--- config.mk ---
export PLATFORM = sky130hd
export DESIGN_NAME = dmem_port_arbiter
export DESIGN_NICKNAME = d
export VERILOG_FILES = /design/src/rtl/dmem_arb_pkg.sv /design/src/rtl/dmem_arb_pick.sv /design/src/rtl/dmem_port_arbiter.sv
export SDC_FILE = /design/constraint.sdc
export NUM_CORES = 1
export LEC_CHECK = 0
export ABC_AREA = 1
export BUFFER_PORTS_ARGS = -buffer_cell sky130_fd_sc_hd__buf_2
export CELL_PAD_IN_SITES_DETAIL_PLACEMENT = 0
export CELL_PAD_IN_SITES_GLOBAL_PLACEMENT = 1
export CORE_ASPECT_RATIO = 1.75
export CORE_MARGIN = 4
export CORE_UTILIZATION = 34
export DETAILED_ROUTE_END_ITERATION = 7
export PLACE_DENSITY = 0.86
export SYNTH_ARGS = -nofsm -noshare
export SYNTH_HDL_FRONTEND = slang
export SYNTH_HIERARCHICAL = 1
export SYNTH_SLANG_ARGS = --single-unit
--- constraint.sdc ---
create_clock -name Clock -period 1.94 [get_ports Clock]
set_input_delay 0.291 -clock Clock [delete_from_list [all_inputs] [get_ports Clock]]
set_output_delay 0.291 -clock Clock [all_outputs]
set_load 0.005 [all_outputs]
--- src/rtl/dmem_arb_pkg.sv ---
// dmem_arb_pkg
// Shared definitions for the data-memory port arbiter: FSM state encoding,
// requester port identifiers, byte width and a small port helper.
package dmem_arb_pkg;

    typedef enum logic [1:0] {
        ST_IDLE = 2'd0,
        ST_HI   = 2'd1,
        ST_LO   = 2'd2,
        ST_ACK  = 2'd3
    } state_t;

    localparam logic PORT_CPU = 1'b0;
    localparam logic PORT_AUX = 1'b1;

    localparam int BYTE_W = 8;

    // Identifier of the port that is not 'port'.
    function automatic logic other_port(input logic port);
        return ~port;
    endfunction

endpackage

--- src/rtl/dmem_arb_pick.sv ---
// dmem_arb_pick
// Two-way request picker for the data-memory arbiter.
// Configuration macro: DMEM_ARB_RR_EN
//   defined   : on contention the port named by 'ptr' wins (round-robin pointer
//               is maintained by the parent); the 'ptr' port exists.
//   undefined : fixed priority, port 0 (CPU) wins contention; no 'ptr' port.
// Ports:
//   req0, req1 : request levels from port 0 / port 1
//   ptr        : preferred port on contention (round-robin build only)
//   gnt_valid  : at least one request present
//   gnt_id     : winning port (PORT_CPU / PORT_AUX)
module dmem_arb_pick
    import dmem_arb_pkg::*;
(
    input  logic req0,
    input  logic req1,
`ifdef DMEM_ARB_RR_EN
    input  logic ptr,
`endif
    output logic gnt_valid,
    output logic gnt_id
);

    // Winner selection; a lone request is always granted.
    always_comb begin
        gnt_valid = req0 | req1;
        gnt_id    = PORT_CPU;
        if (req0 && req1) begin
`ifdef DMEM_ARB_RR_EN
            gnt_id = ptr;
`else
            gnt_id = PORT_CPU;
`endif
        end else if (req1) begin
            gnt_id = PORT_AUX;
        end else begin
            gnt_id = PORT_CPU;
        end
    end

endmodule

--- src/rtl/dmem_port_arbiter.sv ---
// dmem_port_arbiter
// Shares a byte-wide memory array between two 16-bit word requesters (port 0:
// CPU load/store, port 1: aux/loader). Each word access takes two big-endian
// byte cycles (high byte at addr, low byte at addr+1, wrapping in ADDR_W bits),
// followed by a one-cycle ack. The array read is combinational.
// Configuration macro: DMEM_ARB_RR_EN (round-robin on contention when
// defined, fixed priority to port 0 otherwise).
// Ports:
//   Clock, Reset        : clock, synchronous active-high reset
//   req/we/addr/wdata N : level request held until ack, write flag, byte
//                         address (only [ADDR_W-1:0] used), write word
//   ackN, rdataN        : one-cycle completion pulse, read word (held)
//   busy                : arbiter not idle
//   mem_addr/we/wdata   : byte interface to the array
//   mem_rdata           : combinational byte read data from the array
module dmem_port_arbiter
    import dmem_arb_pkg::*;
#(
    parameter int ADDR_W = 7,
    parameter int DATA_W = 16
) (
    input  logic              Clock,
    input  logic              Reset,
    input  logic              req0,
    input  logic              req1,
    input  logic              we0,
    input  logic              we1,
    input  logic [15:0]       addr0,
    input  logic [15:0]       addr1,
    input  logic [DATA_W-1:0] wdata0,
    input  logic [DATA_W-1:0] wdata1,
    output logic              ack0,
    output logic              ack1,
    output logic [DATA_W-1:0] rdata0,
    output logic [DATA_W-1:0] rdata1,
    output logic              busy,
    output logic [ADDR_W-1:0] mem_addr,
    output logic              mem_we,
    output logic [7:0]        mem_wdata,
    input  logic [7:0]        mem_rdata
);

    state_t              state_r;
    state_t              state_nx_s;
    logic                busy_r;

    logic                gnt_valid_s;
    logic                gnt_id_s;
    logic                sel_we_s;
    logic [ADDR_W-1:0]   sel_addr_s;
    logic [DATA_W-1:0]   sel_wdata_s;

    logic                gnt_id_r;
    logic                we_r;
    logic [ADDR_W-1:0]   addr_r;
    logic [DATA_W-1:0]   wdata_r;
    logic [BYTE_W-1:0]   hi_byte_r;

    logic [ADDR_W-1:0]   mem_addr_r;
    logic                mem_we_r;
    logic [BYTE_W-1:0]   mem_wdata_r;

    logic                ack0_r;
    logic                ack1_r;
    logic [DATA_W-1:0]   rdata0_r;
    logic [DATA_W-1:0]   rdata1_r;

    // Upper address bits are outside the array and deliberately ignored.
    logic                unused_addr_s;
    assign unused_addr_s = ^{addr0[15:ADDR_W], addr1[15:ADDR_W]};

`ifdef DMEM_ARB_RR_EN
    logic                ptr_r;
`endif

    dmem_arb_pick u_pick (
        .req0      (req0),
        .req1      (req1),
`ifdef DMEM_ARB_RR_EN
        .ptr       (ptr_r),
`endif
        .gnt_valid (gnt_valid_s),
        .gnt_id    (gnt_id_s)
    );

    // Next-state logic: IDLE -> HI -> LO -> ACK -> IDLE.
    always_comb begin
        state_nx_s = state_r;
        case (state_r)
            ST_IDLE: begin
                if (gnt_valid_s) begin
                    state_nx_s = ST_HI;
                end else begin
                    state_nx_s = ST_IDLE;
                end
            end
            ST_HI:   state_nx_s = ST_LO;
            ST_LO:   state_nx_s = ST_ACK;
            ST_ACK:  state_nx_s = ST_IDLE;
            default: state_nx_s = ST_IDLE;
        endcase
    end

    // Request fields of the port the picker currently favours.
    always_comb begin
        sel_we_s    = we0;
        sel_addr_s  = addr0[ADDR_W-1:0];
        sel_wdata_s = wdata0;
        if (gnt_id_s == PORT_AUX) begin
            sel_we_s    = we1;
            sel_addr_s  = addr1[ADDR_W-1:0];
            sel_wdata_s = wdata1;
        end else begin
            sel_we_s    = we0;
            sel_addr_s  = addr0[ADDR_W-1:0];
            sel_wdata_s = wdata0;
        end
    end

    // State register and registered busy flag.
    always_ff @(posedge Clock) begin
        if (Reset) begin
            state_r <= ST_IDLE;
            busy_r  <= 1'b0;
        end else begin
            state_r <= state_nx_s;
            busy_r  <= (state_nx_s != ST_IDLE);
        end
    end

    // Latch the winning request at grant so later requester changes are ignored.
    always_ff @(posedge Clock) begin
        if (Reset) begin
            gnt_id_r <= PORT_CPU;
            we_r     <= 1'b0;
            addr_r   <= {ADDR_W{1'b0}};
            wdata_r  <= {DATA_W{1'b0}};
        end else if ((state_r == ST_IDLE) && gnt_valid_s) begin
            gnt_id_r <= gnt_id_s;
            we_r     <= sel_we_s;
            addr_r   <= sel_addr_s;
            wdata_r  <= sel_wdata_s;
        end
    end

    // Byte interface registers, loaded one cycle ahead of the byte they serve;
    // the high read byte is captured at the end of HI.
    always_ff @(posedge Clock) begin
        if (Reset) begin
            mem_addr_r  <= {ADDR_W{1'b0}};
            mem_we_r    <= 1'b0;
            mem_wdata_r <= 8'h00;
            hi_byte_r   <= 8'h00;
        end else begin
            case (state_r)
                ST_IDLE: begin
                    if (gnt_valid_s) begin
                        mem_addr_r  <= sel_addr_s;
                        mem_we_r    <= sel_we_s;
                        mem_wdata_r <= sel_wdata_s[DATA_W-1:BYTE_W];
                    end else begin
                        mem_we_r    <= 1'b0;
                    end
                end
                ST_HI: begin
                    hi_byte_r   <= mem_rdata;
                    mem_addr_r  <= addr_r + ADDR_W'(1);
                    mem_we_r    <= we_r;
                    mem_wdata_r <= wdata_r[BYTE_W-1:0];
                end
                ST_LO:   mem_we_r <= 1'b0;
                ST_ACK:  mem_we_r <= 1'b0;
                default: mem_we_r <= 1'b0;
            endcase
        end
    end

    // Completion: ack pulse and read word for the granted port on entry to ACK.
    always_ff @(posedge Clock) begin
        if (Reset) begin
            ack0_r   <= 1'b0;
            ack1_r   <= 1'b0;
            rdata0_r <= {DATA_W{1'b0}};
            rdata1_r <= {DATA_W{1'b0}};
        end else begin
            ack0_r <= 1'b0;
            ack1_r <= 1'b0;
            if (state_r == ST_LO) begin
                if (gnt_id_r == PORT_AUX) begin
                    ack1_r <= 1'b1;
                    if (!we_r) begin
                        rdata1_r <= {hi_byte_r, mem_rdata};
                    end
                end else begin
                    ack0_r <= 1'b1;
                    if (!we_r) begin
                        rdata0_r <= {hi_byte_r, mem_rdata};
                    end
                end
            end
        end
    end

`ifdef DMEM_ARB_RR_EN
    // Round-robin pointer: after a grant the other port is preferred.
    always_ff @(posedge Clock) begin
        if (Reset) begin
            ptr_r <= PORT_CPU;
        end else if ((state_r == ST_IDLE) && gnt_valid_s) begin
            ptr_r <= other_port(gnt_id_s);
        end
    end
`endif

    // Reset gates the write strobe immediately so an aborted write stops at once.
    assign mem_we    = mem_we_r & ~Reset;
    assign mem_addr  = mem_addr_r;
    assign mem_wdata = mem_wdata_r;
    assign ack0      = ack0_r;
    assign ack1      = ack1_r;
    assign rdata0    = rdata0_r;
    assign rdata1    = rdata1_r;
    assign busy      = busy_r;

endmodule

; After elaboration in Yosys (flattened, before gate mapping)
; Cells that the tools add are included.
; W data, S select, Z words.
[classes]
addsub = 1
n_mul = 0
div = 0
magnitude_cmp = 0
n_eq_ne = 4
n_shift = 0
n_mux = 15
bitwise = 6
n_reduce_logical = 10
[ops]
columns = op, count
row1 = $mux W16, 1
row2 = $pmux W8 S2, 1
row3 = $mux W7, 2
row4 = $pmux W7 S2, 1
row5 = $mux W8, 1
row6 = $pmux W2 S4, 1
row7 = $add A7 B1 Y7 const B, 1
row8 = $mux W1, 7
row9 = $reduce_and A3 Y1, 2
row10 = $eq A2 B2 Y1 const B, 2
row11 = $not A1 Y1, 4
row12 = $reduce_bool A2 Y1, 2
row13 = $reduce_or A2 Y1, 2
row14 = $pmux W1 S3, 1
row15 = $eq A2 B1 Y1 const B, 1
row16 = $logic_and A1 B1 Y1, 2
row17 = $logic_not A2 Y1, 1
row18 = $ne A2 B2 Y1 const B, 1
row19 = $reduce_and A2 Y1, 1
row20 = $and A1 B1 Y1, 1
row21 = $or A1 B1 Y1, 1
[totals]
ff_bits = 78
latchBits = 0
ram_bits = 0
mem_bits_ro = 0
in_bits = 78
out_inout_bits = 51
elab_cells = 50
n_memories = 0

; Depth between registers and ports, before layout
; Gate-level depths: netlist of run 1.
[depth]
depth_word = 5
mapped_depth = 10
ltp_nobuf = 9

; Modules after synthesis
; The synthesis of run 1 kept the hierarchy.
[by_module_without_submodules]
columns = module, n_inst, cells_each, area_per_inst_um2, seq_area_each_um2
row1 = dmem_port_arbiter, 1, 436, 3311.9, 1561.5
row2 = dmem_arb_pick, 1, 4, 15.0, 0.0

; Worst setup path after synthesis of run 1
; OpenSTA, ideal clock, no wires.
[synth_timing]
path_kind = register to register
startpoint = register state_r[0]
endpoint = register addr_r[3]
setup_ns = 0.125
t_arrival_ns = 1.277
required_time_ns = 1.815
slack_ns = 0.538
path_stages_with_launch = 9
path_cell_list = dfxtp_1 > inv_1 > ha_1 > nand2_1 > buf_6 > clkinv_2 > buf_6 > o21ai_0 > a21oi_1
[synth_between]
elab_chain_len = 2
[synth_rtl]
columns = item, line
row1 = from (decl), dmem_port_arbiter.sv:43  ; state_t state_r;
row2 = from (signal assigned), dmem_port_arbiter.sv:126  ; state_r <= state_nx_s;
row3 = $logic_not A2 Y1, dmem_port_arbiter.sv:138  ; end else if ((state_r == ST_IDLE) && gnt_valid_s) begin
row4 = $logic_and A1 B1 Y1, dmem_port_arbiter.sv:138
row5 = to (signal assigned), dmem_port_arbiter.sv:136  ; addr_r <= {ADDR_W{1'b0}};
row6 = to (signal assigned), dmem_port_arbiter.sv:141  ; addr_r <= sel_addr_s;
row7 = to (decl), dmem_port_arbiter.sv:55  ; logic [ADDR_W-1:0] addr_r;
; No other way between the ends.
; A chain may end at the register's enable or synchronous reset.

; Worst setup path in the final report of run 1
[layout_timing]
startpoint = register state_r[0]
endpoint = register mem_wdata_r[3], in the netlist mem_wdata[3]
[layout_between]
elab_chain_len = 3
[layout_rtl]
columns = item, line
row1 = $eq A2 B1 Y1 / $logic_not A2 Y1 (equally long branches), dmem_port_arbiter.sv:155  ; case (state_r)
row2 = $reduce_bool A2 Y1 (no line) / $ne A2 B2 Y1 (equally long branches), -
row3 = $reduce_and A2 Y1 (no line), -
row4 = to (signal assigned), dmem_port_arbiter.sv:160  ; mem_wdata_r <= sel_wdata_s[DATA_W-1:BYTE_W];
row5 = to (signal assigned), dmem_port_arbiter.sv:169  ; mem_wdata_r <= wdata_r[BYTE_W-1:0];
row6 = to (decl), dmem_port_arbiter.sv:61  ; logic [BYTE_W-1:0] mem_wdata_r;
; Several ways; a longest one is shown, not always the timed one.

==> flow_summary.yaml, run 1 <==
outcome:
  outcome: "complete, no violations"
sta:
  fin_crit_sh_pct: 84.8
  worst-slew-pin-transition_ps: 497
  finalHoldViolCount: 0
  drv_slew: 0
  slew_headroom_pct: 66.7
  grt_setup_unrepaired: "no"
  timing.fmax_ghz: 0.608
  finClkSkew_ps: 6.80
  min_period_ps: 1650
  setup_slack_ps: 295
  setup_tns_ps: 0
  setup_viol: 0
placement:
  place_ws_ps: 286
  dpl.cell_count: 652
  gp_congestion: 0.727
  io_buffers: 110
  dp_hpwl_um: 6260
floorplanning:
  die_w_um: 82.8
  initial_core_util_pct: 34.9
  placementRows: 47
  core-area_sq_um: 9530
  ios: 129
  die_height_um: 139
  die-area_sq_um: 11500
finish:
  num-fill-cells: 1009
  nets: 624
  fin_cells: 667
  antennaDiodeCount: 0
  flow.area_growth_from_synthesis_pct: 28.2
  final_util_pct: 44.8
  drive_gt1_share_pct: 27.9
  regArea_sq_um: 1560
  multi_input_area_sq_um: 1390
detailed_routing:
  drcViolationCount: 0
  routed_wl_um: 8350
  ant_nets: 0
  viasPerCell: 4.78
  wire_per_inst_um: 12.5
  vias: 3188
  drt_iter0_drc: 58
  drtPass1Iterations: 4
pwr:
  switching_share_pct: 28.1
  p_leak_nw: 1.96
  power_frac_seq_pct: 41.4
  internal_power_w: 0.00344
  p_total_w: 0.00479
  vdd_drop_max_mv: 0.444
  clkPwrFrac_pct: 37.1
  power_frac_comb_pct: 21.4
  power.density_nw_per_um2: 1120
  power_switching_w: 0.00135
cts:
  insertion_delay_ps: 320
  cts_buffers: 9
  cts_tree: "done"
  post_cts_buffers: 0
  htree_num_levels: 3
  cts_root_buf: "clkbuf_16"
  cts.clk_slew.worst_paths_ps: 60
  cts_resized: 0
  hold_buffers: 0
  clock-sinks: 78
  cts_max_path_buffers: 2
yosys:
  synthArstFlopShare_pct: 0
  synth_cell_types: 27
  syn-num-nets: 523
  avgSynthCellArea_sq_um: 7.56
  synth_seq_area_share_pct: 46.9
  ys_top_cells_by_area: "dfxtp_1 (47%), o21ai_0 (11%), a21oi_1 (10%)"
  yosys-top-cells-count: "dfxtp_1 (78), o21ai_0 (76), a21oi_1 (69)"
  ys_ff_latch: 78
  netlist_area_sq_um: 3330
  ys.flop_type: "dfxtp_1"
  yosysTopAreaCellShare_pct: 46.9
  syn_inst: 440
  ys_warn_count: 6
  yosysMostFrequentCell: "dfxtp_1"
  synth_edf_count: 0
  yosys.area.top_type: "dfxtp_1"
global_route:
  grt-ovfl-total: 0
  track_usage_pct: 14.8
  grt_pass1_wl_um: 13500
  antenna_found_initial: 0
  grt_pass1_vias: 3122
  grt_max_degree: 44
worst_setup_path:
  regToRegEndpoint: "mem_wdata[3]"
  critPathRequiredTime_ps: 2150
  cp.arrival_ps: 1850
  regToRegStartpoint: "state_r[0]"
  worstSetupStartpoint: "state_r[0]"
  rr_worst_depth: 6
  rrSetupSlack_ps: 290
  endpoint_kind: "register"
  critPathMaxFanout: 18
  endpoint: "mem_wdata[3]"
  path_class: "reg2reg"
  start_kind: "register"
run:
  max_cap_violations: 0
hold_path:
  hold_path_class: "in2reg"
-- metrics by stage --
step                      hold WS [ps]  area (sq um)
after floorplan                    413          3330
after global placement             429          3940
after detailed placement           433          3940
after CTS                          216          4270
after global routing               228          4270
final                              226          4270
-- logic make-up (layout without fill, tap and decap cells) --
kind of cell / count (synthesis) / after routing / share of synthesized area (%)
AOI/OAI and AO/OA: 164 / 164 / 26.2
and+or+nand+nor: 105 / 105 / 13.3
buffers and inverters: 87 / 192 / 11.4
DFF: 78 / 78 / 46.9
adders and majority gates: 5 / 5 / 1.88
muxes: 1 / 1 / 0.301
-- final cells by class --
type | instances | area share [%]
Timing Repair Buffer | 119 | 14.5
Inverter | 58 | 5.25
Sequential cell | 78 | 36.6
Clock inverter | 4 | 1.64
Multi-Input combinational cell | 275 | 32.5
Clock buffer | 11 | 5.92
Tap cell | 122 | 3.58
-- worst max-delay path, cell delays in order (launching register included) --
cell and delay [ps]:
dfxtp_1 330, inv_1 80, ha_1 250, o21ai_4 450
inv_4 160, a21oi_1 170, a21oi_1 80
-- layout by cell type (no fill, tap or decap) --
| master | netlist | layout |
|---|---|---|
| a21boi_0 | 1 | 1 |
| dfxtp_1 | 78 | 78 |
| o21ai_4 | 1 | 1 |
| a31oi_1 | 2 | 2 |
| buf_2 | 9 | 110 |
| nand3_1 | 13 | 13 |
| o21ai_0 | 76 | 76 |
| nor2_1 | 40 | 40 |
| a21oi_1 | 69 | 69 |
| o31ai_1 | 1 | 1 |
| o21ai_1 | 2 | 2 |
| inv_2 | 1 | 1 |
| inv_4 | 2 | 2 |
| clkbuf_16 | 0 | 9 |
| a21oi_2 | 2 | 2 |
| mux2i_1 | 1 | 1 |
| bufinv_16 | 0 | 2 |
| clkbuf_8 | 0 | 2 |
| o21bai_1 | 3 | 3 |
| nand4_1 | 2 | 2 |
| buf_4 | 1 | 9 |
| or2_2 | 11 | 11 |
| nand2_1 | 39 | 39 |
| o211ai_1 | 7 | 7 |
| ha_1 | 5 | 5 |
| inv_1 | 54 | 54 |
| clkinv_2 | 1 | 3 |
-- state kept, by name, indices dropped and copies added (netlist names) --
name	count
ack0	1
ack1	1
addr_r	7
busy	1
gnt_id_r	1
hi_byte_r	8
mem_addr	7
mem_wdata	8
mem_we_r	1
rdata0	16
rdata1	16
state_r	2
wdata_r	8
we_r	1
-- power by group through the flow --
stage,sequential (W),combinational [W],clock (W)
finish,0.00198,0.00103,0.00178
global route,0.00202,0.00118,0.00189
CTS,0.00198,0.00105,0.00183
detailed placement,0.00202,0.00105,0
global placement,0.00201,0.00101,0
floorplan,0.00201,0.000689,0
-- metal layers --
| layer | global-route usage (%) | up-vias | part of all wire [%] |
|---|---|---|---|
| met3 | 4.16 | 18 | 6.5 |
| met1 | 15.2 | 1429 | 39 |
| met4 | 6.98 | 0 | 2.3 |
| met2 | 26.5 | 100 | 53 |
| li1 | - | 1641 | - |
| met5 | 0 | - | 0 |
-- worst min path at each step --
stage,endpoint,slack [ps],start,cells after the start
after floorplan,ack0,410,gnt_id_r,1
after global placement,rdata0[5],430,rdata0[5],2
after detailed placement,rdata0[5],430,rdata0[5],2
after CTS,hi_byte_r[3],220,mem_rdata[3],3
after global routing,hi_byte_r[3],230,mem_rdata[3],3
final,hi_byte_r[3],230,mem_rdata[3],3
Power figures use the tool's default switching activity.
==> run 2, diff against run 1 <==
- CORE_UTILIZATION: 34 -> 31
- PLACE_DENSITY: 0.86 -> 0.82
- clock period: 1.94 -> 1.5 ns (I/O delays scaled with it)
==> run 2 against run 1 <==
Net effect:
- critical path depth increased by 2
- cell count is 2.7% higher
- combinational power rose by 47%
- via count is 1.9% higher
- total power up 35%
- critical endpoint is now mem_wdata[7]
- largest cell class unchanged
- largest power group unchanged
==> flow_summary.yaml, run 2 (synthesis results as in run 1) <==
outcome:
  outcome: "complete, no violations"
cts:
  cts_buffers: 9
  htree_num_levels: 3
  cts_root_buf: "clkbuf_16"
  clock-sinks: 78
  cts.clk_slew.worst_paths_ps: 60
  cts_tree: "done"
  insertion_delay_ps: 330
  cts_max_path_buffers: 2
global_route:
  track_usage_pct: 14.0
  grt_pass1_wl_um: 14200
  grt-ovfl-total: 0
  grt_pass1_vias: 3132
  antenna_found_initial: 0
  grt_max_degree: 35
worst_setup_path:
  rr_worst_depth: 8
  start_kind: "register"
  crit_family: "buffers and inverters"
  path_cells: "inv_1, ha_2, nand2_2, o21ai_4, buf_12, buf_4, o21ai_0, a21oi_1"
  regToRegEndpoint: "mem_wdata[7]"
  rrSetupSlack_ps: 70
  regToRegStartpoint: "state_r[0]"
  cp.arrival_ps: 1640
  endpoint: "mem_wdata[7]"
  cp.depth: 8
  critPathRequiredTime_ps: 1720
  path_buf_inv: 3
  path_class: "reg2reg"
  slowest_delay_ps: 340
  endpoint_kind: "register"
  worstSetupStartpoint: "state_r[0]"
  crit_path_top_delay_cell: "dfxtp_1"
  critPathMaxFanout: 13
sta:
  setup_viol: 0
  worst-slew-pin-transition_ps: 426
  min_period_ps: 1430
  drv_slew: 0
  setup_tns_ps: 0
  grt_setup_unrepaired: "yes"
  slew_headroom_pct: 71.3
  fin_crit_sh_pct: 95.0
  finClkSkew_ps: 3.40
  timing.fmax_ghz: 0.701
  setup_slack_ps: 74.4
  finalHoldViolCount: 0
finish:
  nets: 636
  final_design_area_no_fill_sq_um: 4490
  final_cell_mix: "buf_2 (110), dfxtp_1 (78), o21ai_0 (69), a21oi_1 (69), inv_1 (54)"
  final_common_cell: "buf_2"
  drive_gt1_share_pct: 30.5
  flow.area_growth_from_synthesis_pct: 35.1
  num-fill-cells: 1079
  final_util_pct: 43.4
  antennaDiodeCount: 0
pwr:
  p_leak_nw: 2.06
  p_total_w: 0.00647
  power.density_nw_per_um2: 1440
  vdd_drop_max_mv: 0.610
floorplanning:
  die_height_um: 145
  die_w_um: 86.3
  die-area_sq_um: 12500
  initial_core_util_pct: 32.1
  core-area_sq_um: 10400
  placementRows: 49
  ios: 129
placement:
  gp_congestion: 0.814
  io_buffers: 110
  post_dp_cell_area_sq_um: 4110
  dp_hpwl_um: 6670
  place_ws_ps: -34.4
detailed_routing:
  drcViolationCount: 0
  ant_nets: 0
  routed_wl_um: 8820
  wire_per_inst_um: 12.9
  vias: 3249
  drtPass1Iterations: 6
  viasPerCell: 4.74
  drt_iter0_drc: 53
run:
  max_cap_violations: 0
hold_path:
  hold_path_class: "in2reg"
## run 2: area by class of cell
type                       instances  area (sq um)  area share, %
timing repair buffer             131           801           17.8
clock buffer                      13           270           6.01
sequential                        78          1560           34.7
tap                              127           159           3.54
inverter                          58           225           5.01
clock inverter                     3          65.1           1.45
multi-input combinational        275          1410           31.4
## run 2: how the worst min path moves through the flow
stage | end | cells after the start | slack, ps | startpoint
after floorplan | hi_byte_r[0] | 2 | 360 | mem_rdata[0]
after global placement | rdata1[5] | 2 | 430 | rdata1[5]
after detailed placement | rdata1[12] | 2 | 430 | rdata1[12]
after CTS | hi_byte_r[4] | 3 | 140 | mem_rdata[4]
after global routing | hi_byte_r[2] | 3 | 160 | mem_rdata[2]
final | hi_byte_r[2] | 3 | 150 | mem_rdata[2]
## run 2: worst register-to-register path, stage by stage, from the launching register on
cell and delay [ps]:
dfxtp_1 340, inv_1 70, ha_2 210, nand2_2 110, o21ai_4 90, buf_12 150
buf_4 130, o21ai_0 160, a21oi_1 60
## run 2: what timing repair did
action | 4_1_cts | 5_1_grt
endpoints found under the hold margin | 0 | 0
cloned | 0 | 1
hold buffers | 0 | 0
gates resized for setup | 1 | 13
pin swaps | 0 | 0
endpoints found under the setup margin | 11 | 20
setup buffers | 0 | 0
## run 2: where the power goes
group          internal [W]  switching [W]  total (W)  leakage (nW)
registers           0.00239       0.000177    0.00257         0.640
logic              0.000673       0.000840    0.00151          1.25
clock network       0.00159       0.000800    0.00239         0.166
total               0.00466        0.00182    0.00647          2.06
## run 2: stage by stage
stage	hold WS, ps	std cells
after floorplan	360	440
after global placement	429	668
after detailed placement	434	668
after CTS	141	684
after global routing	160	685
final	155	685
## run 2: per-layer routing
layer  wire (um)  share of wire (%)  vias up  GRT usage (%)
met3         584                6.6       13           5.05
met4         148                1.7        0           5.69
met2        4720                 54       90           25.9
met1        3370                 38     1475           13.7
li1            -                  -     1671              -
met5           0                  0        -              0
==> run 3, diff against run 2 <==
- BUFFER_PORTS_ARGS: -buffer_cell sky130_fd_sc_hd__buf_2 -> -buffer_cell sky130_fd_sc_hd__buf_4
==> run 3 against run 2 <==
Net effect:
- clock-buffer cell count grew 1
- first-iteration DRC count is 32% higher
- fmax increased by 0.75%
- clock power shrank 9.6%
- sequential share of layout area is 2.1 points lower
- non-clock buffer count is 1 lower
- design area rose by 6.8%
- clock skew is 4.5 ps higher
- setup slack improved by 11 ps
- via count up 0.83%
- sequential cell count unchanged
- largest cell class unchanged
==> flow_summary.yaml, run 3 (synthesis results as in run 1) <==
global_route:
  antenna_found_initial: 0
  grt_pass1_wl_um: 14300
  grt_max_degree: 35
  track_usage_pct: 14.2
  grt_pass1_vias: 3164
  grt-ovfl-total: 0
floorplanning:
  die_height_um: 145
  ios: 129
  die-area_sq_um: 12500
  initial_core_util_pct: 32.1
  placementRows: 49
  core-area_sq_um: 10400
  die_w_um: 86.3
finish:
  nets: 635
  num-fill-cells: 1042
  fin_cells: 684
  final_cell_mix: "buf_4 (122), dfxtp_1 (76), o21ai_0 (75)"
  final_design_area_no_fill_sq_um: 4800
  drive_gt1_share_pct: 31.2
  final_common_cell: "buf_4"
  antennaDiodeCount: 0
  flow.area_growth_from_synthesis_pct: 44.2
placement:
  io_buffers: 110
  gp_congestion: 0.793
  post_dp_cell_area_sq_um: 4370
  dp_hpwl_um: 6640
  dpl.cell_count: 666
  place_ws_ps: -16.5
cts:
  cts_root_buf: "clkbuf_16"
  insertion_delay_ps: 340
  cts_max_path_buffers: 2
  cts.clk_slew.worst_paths_ps: 60
  post_cts_buffers: 0
  hold_buffers: 0
  clock-sinks: 78
  cts_buffers: 9
  cts_tree: "done"
  htree_num_levels: 3
worst_setup_path:
  crit_path_top_delay_cell: "dfxtp_2"
  critPathMaxFanout: 16
  cp.arrival_ps: 1640
  endpoint_kind: "register"
  rr_worst_depth: 7
  crit_family: "buffers and inverters"
  path_class: "reg2reg"
  path_buf_inv: 3
  path_cells: "inv_1, buf_4, ha_4, nand3_4, buf_12, o21ai_0, a21oi_1"
  start_kind: "register"
  critPathRequiredTime_ps: 1720
  cp.depth: 7
  slowest_delay_ps: 330
run:
  max_cap_violations: 0
sta:
  slew_headroom_pct: 77.9
  fin_crit_sh_pct: 94.3
  min_period_ps: 1410
  setup_slack_ps: 85.1
  finClkSkew_ps: 7.95
  setup_tns_ps: 0
  drv_slew: 0
  timing.fmax_ghz: 0.707
  worst-slew-pin-transition_ps: 331
  hold_ws_ps: 134
  finalHoldViolCount: 0
  setup_viol: 0
detailed_routing:
  drtPass1Iterations: 4
  wire_per_inst_um: 13.5
  vias: 3276
  ant_nets: 0
  viasPerCell: 4.79
  drt_iter0_drc: 70
  drcViolationCount: 0
  routed_wl_um: 9260
hold_path:
  hold_depth: 3
  hold_path_class: "in2reg"
outcome:
  outcome: "complete, no violations"
pwr:
  p_leak_nw: 2.11
  vdd_drop_max_mv: 0.731
  power.density_nw_per_um2: 1350
==> run 3: cell count changes in the layout (fill, tap and decap cells not counted), moves of 2 or more <==
| cell | previous run | this run |
|---|---|---|
| buf_2 | 110 | 0 |
| ha_2 | 3 | 0 |
| clkbuf_8 | 3 | 5 |
| o21ai_0 | 69 | 75 |
| ha_4 | 0 | 3 |
| buf_4 | 14 | 122 |
| o21ai_1 | 9 | 3 |
| dfxtp_2 | 0 | 2 |
| dfxtp_1 | 78 | 76 |
| bufinv_16 | 2 | 0 |
==> run 3: tightest hold or removal path, stage by stage <==
cell	delay (ps)
buf_4	90
nor2_1	40
nor2_1	80
==> run 3: area by class of cell <==
type                    instances  area, sq um  share of cell area [%]
well taps                     127          159                    3.31
multi-input cells             275         1460                    30.3
clock inverters                 2         12.5                   0.261
repair buffers                130         1090                    22.6
inverters                      58          228                    4.75
flip-flops and latches         78         1560                    32.6
clock buffers                  14          294                    6.13
==> run 3: path summary, 6_finish.rpt <==
check                     from      endpoint  slack, ps
setup / recovery    state_r[0]     rdata0[7]         90
hold / removal    mem_rdata[3]  hi_byte_r[3]        130
setup reg to reg    state_r[0]     rdata0[7]         90
hold reg to reg      rdata0[3]     rdata0[3]        440
==> run 3: metal layers <==
| layer | track usage [%] | vias to the layer above | share of wire, % |
|---|---|---|---|
| met5 | 0 | - | 0 |
| met1 | 14.0 | 1500 | 36 |
| met2 | 26.4 | 95 | 55 |
| li1 | - | 1669 | - |
| met4 | 5.38 | 0 | 2.0 |
| met3 | 4.93 | 12 | 6.8 |
==> run 3: repair_timing <==
| item | CTS | global route |
|---|---|---|
| resized for setup | 2 | 14 |
| pin swaps | 0 | 1 |
| gates cloned | 0 | 2 |
| setup endpoints to repair | 9 | 20 |
==> run 3: per-stage QoR <==
step | total power [W] | util (%)
CTS | 0.00644 | 45.2
detailed placement | 0.00426 | 42.2
floorplan | 0.00349 | -
finish | 0.00646 | 46.3
global placement | 0.00421 | 42.2
global route | 0.00684 | 46.3
==> run 3: report_power, final <==
part           total, W  switching, W  internal (W)
Clock           0.00216      0.000821       0.00134
Sequential      0.00259      0.000198       0.00240
Combinational   0.00170      0.000862      0.000842
Total           0.00646       0.00188       0.00458
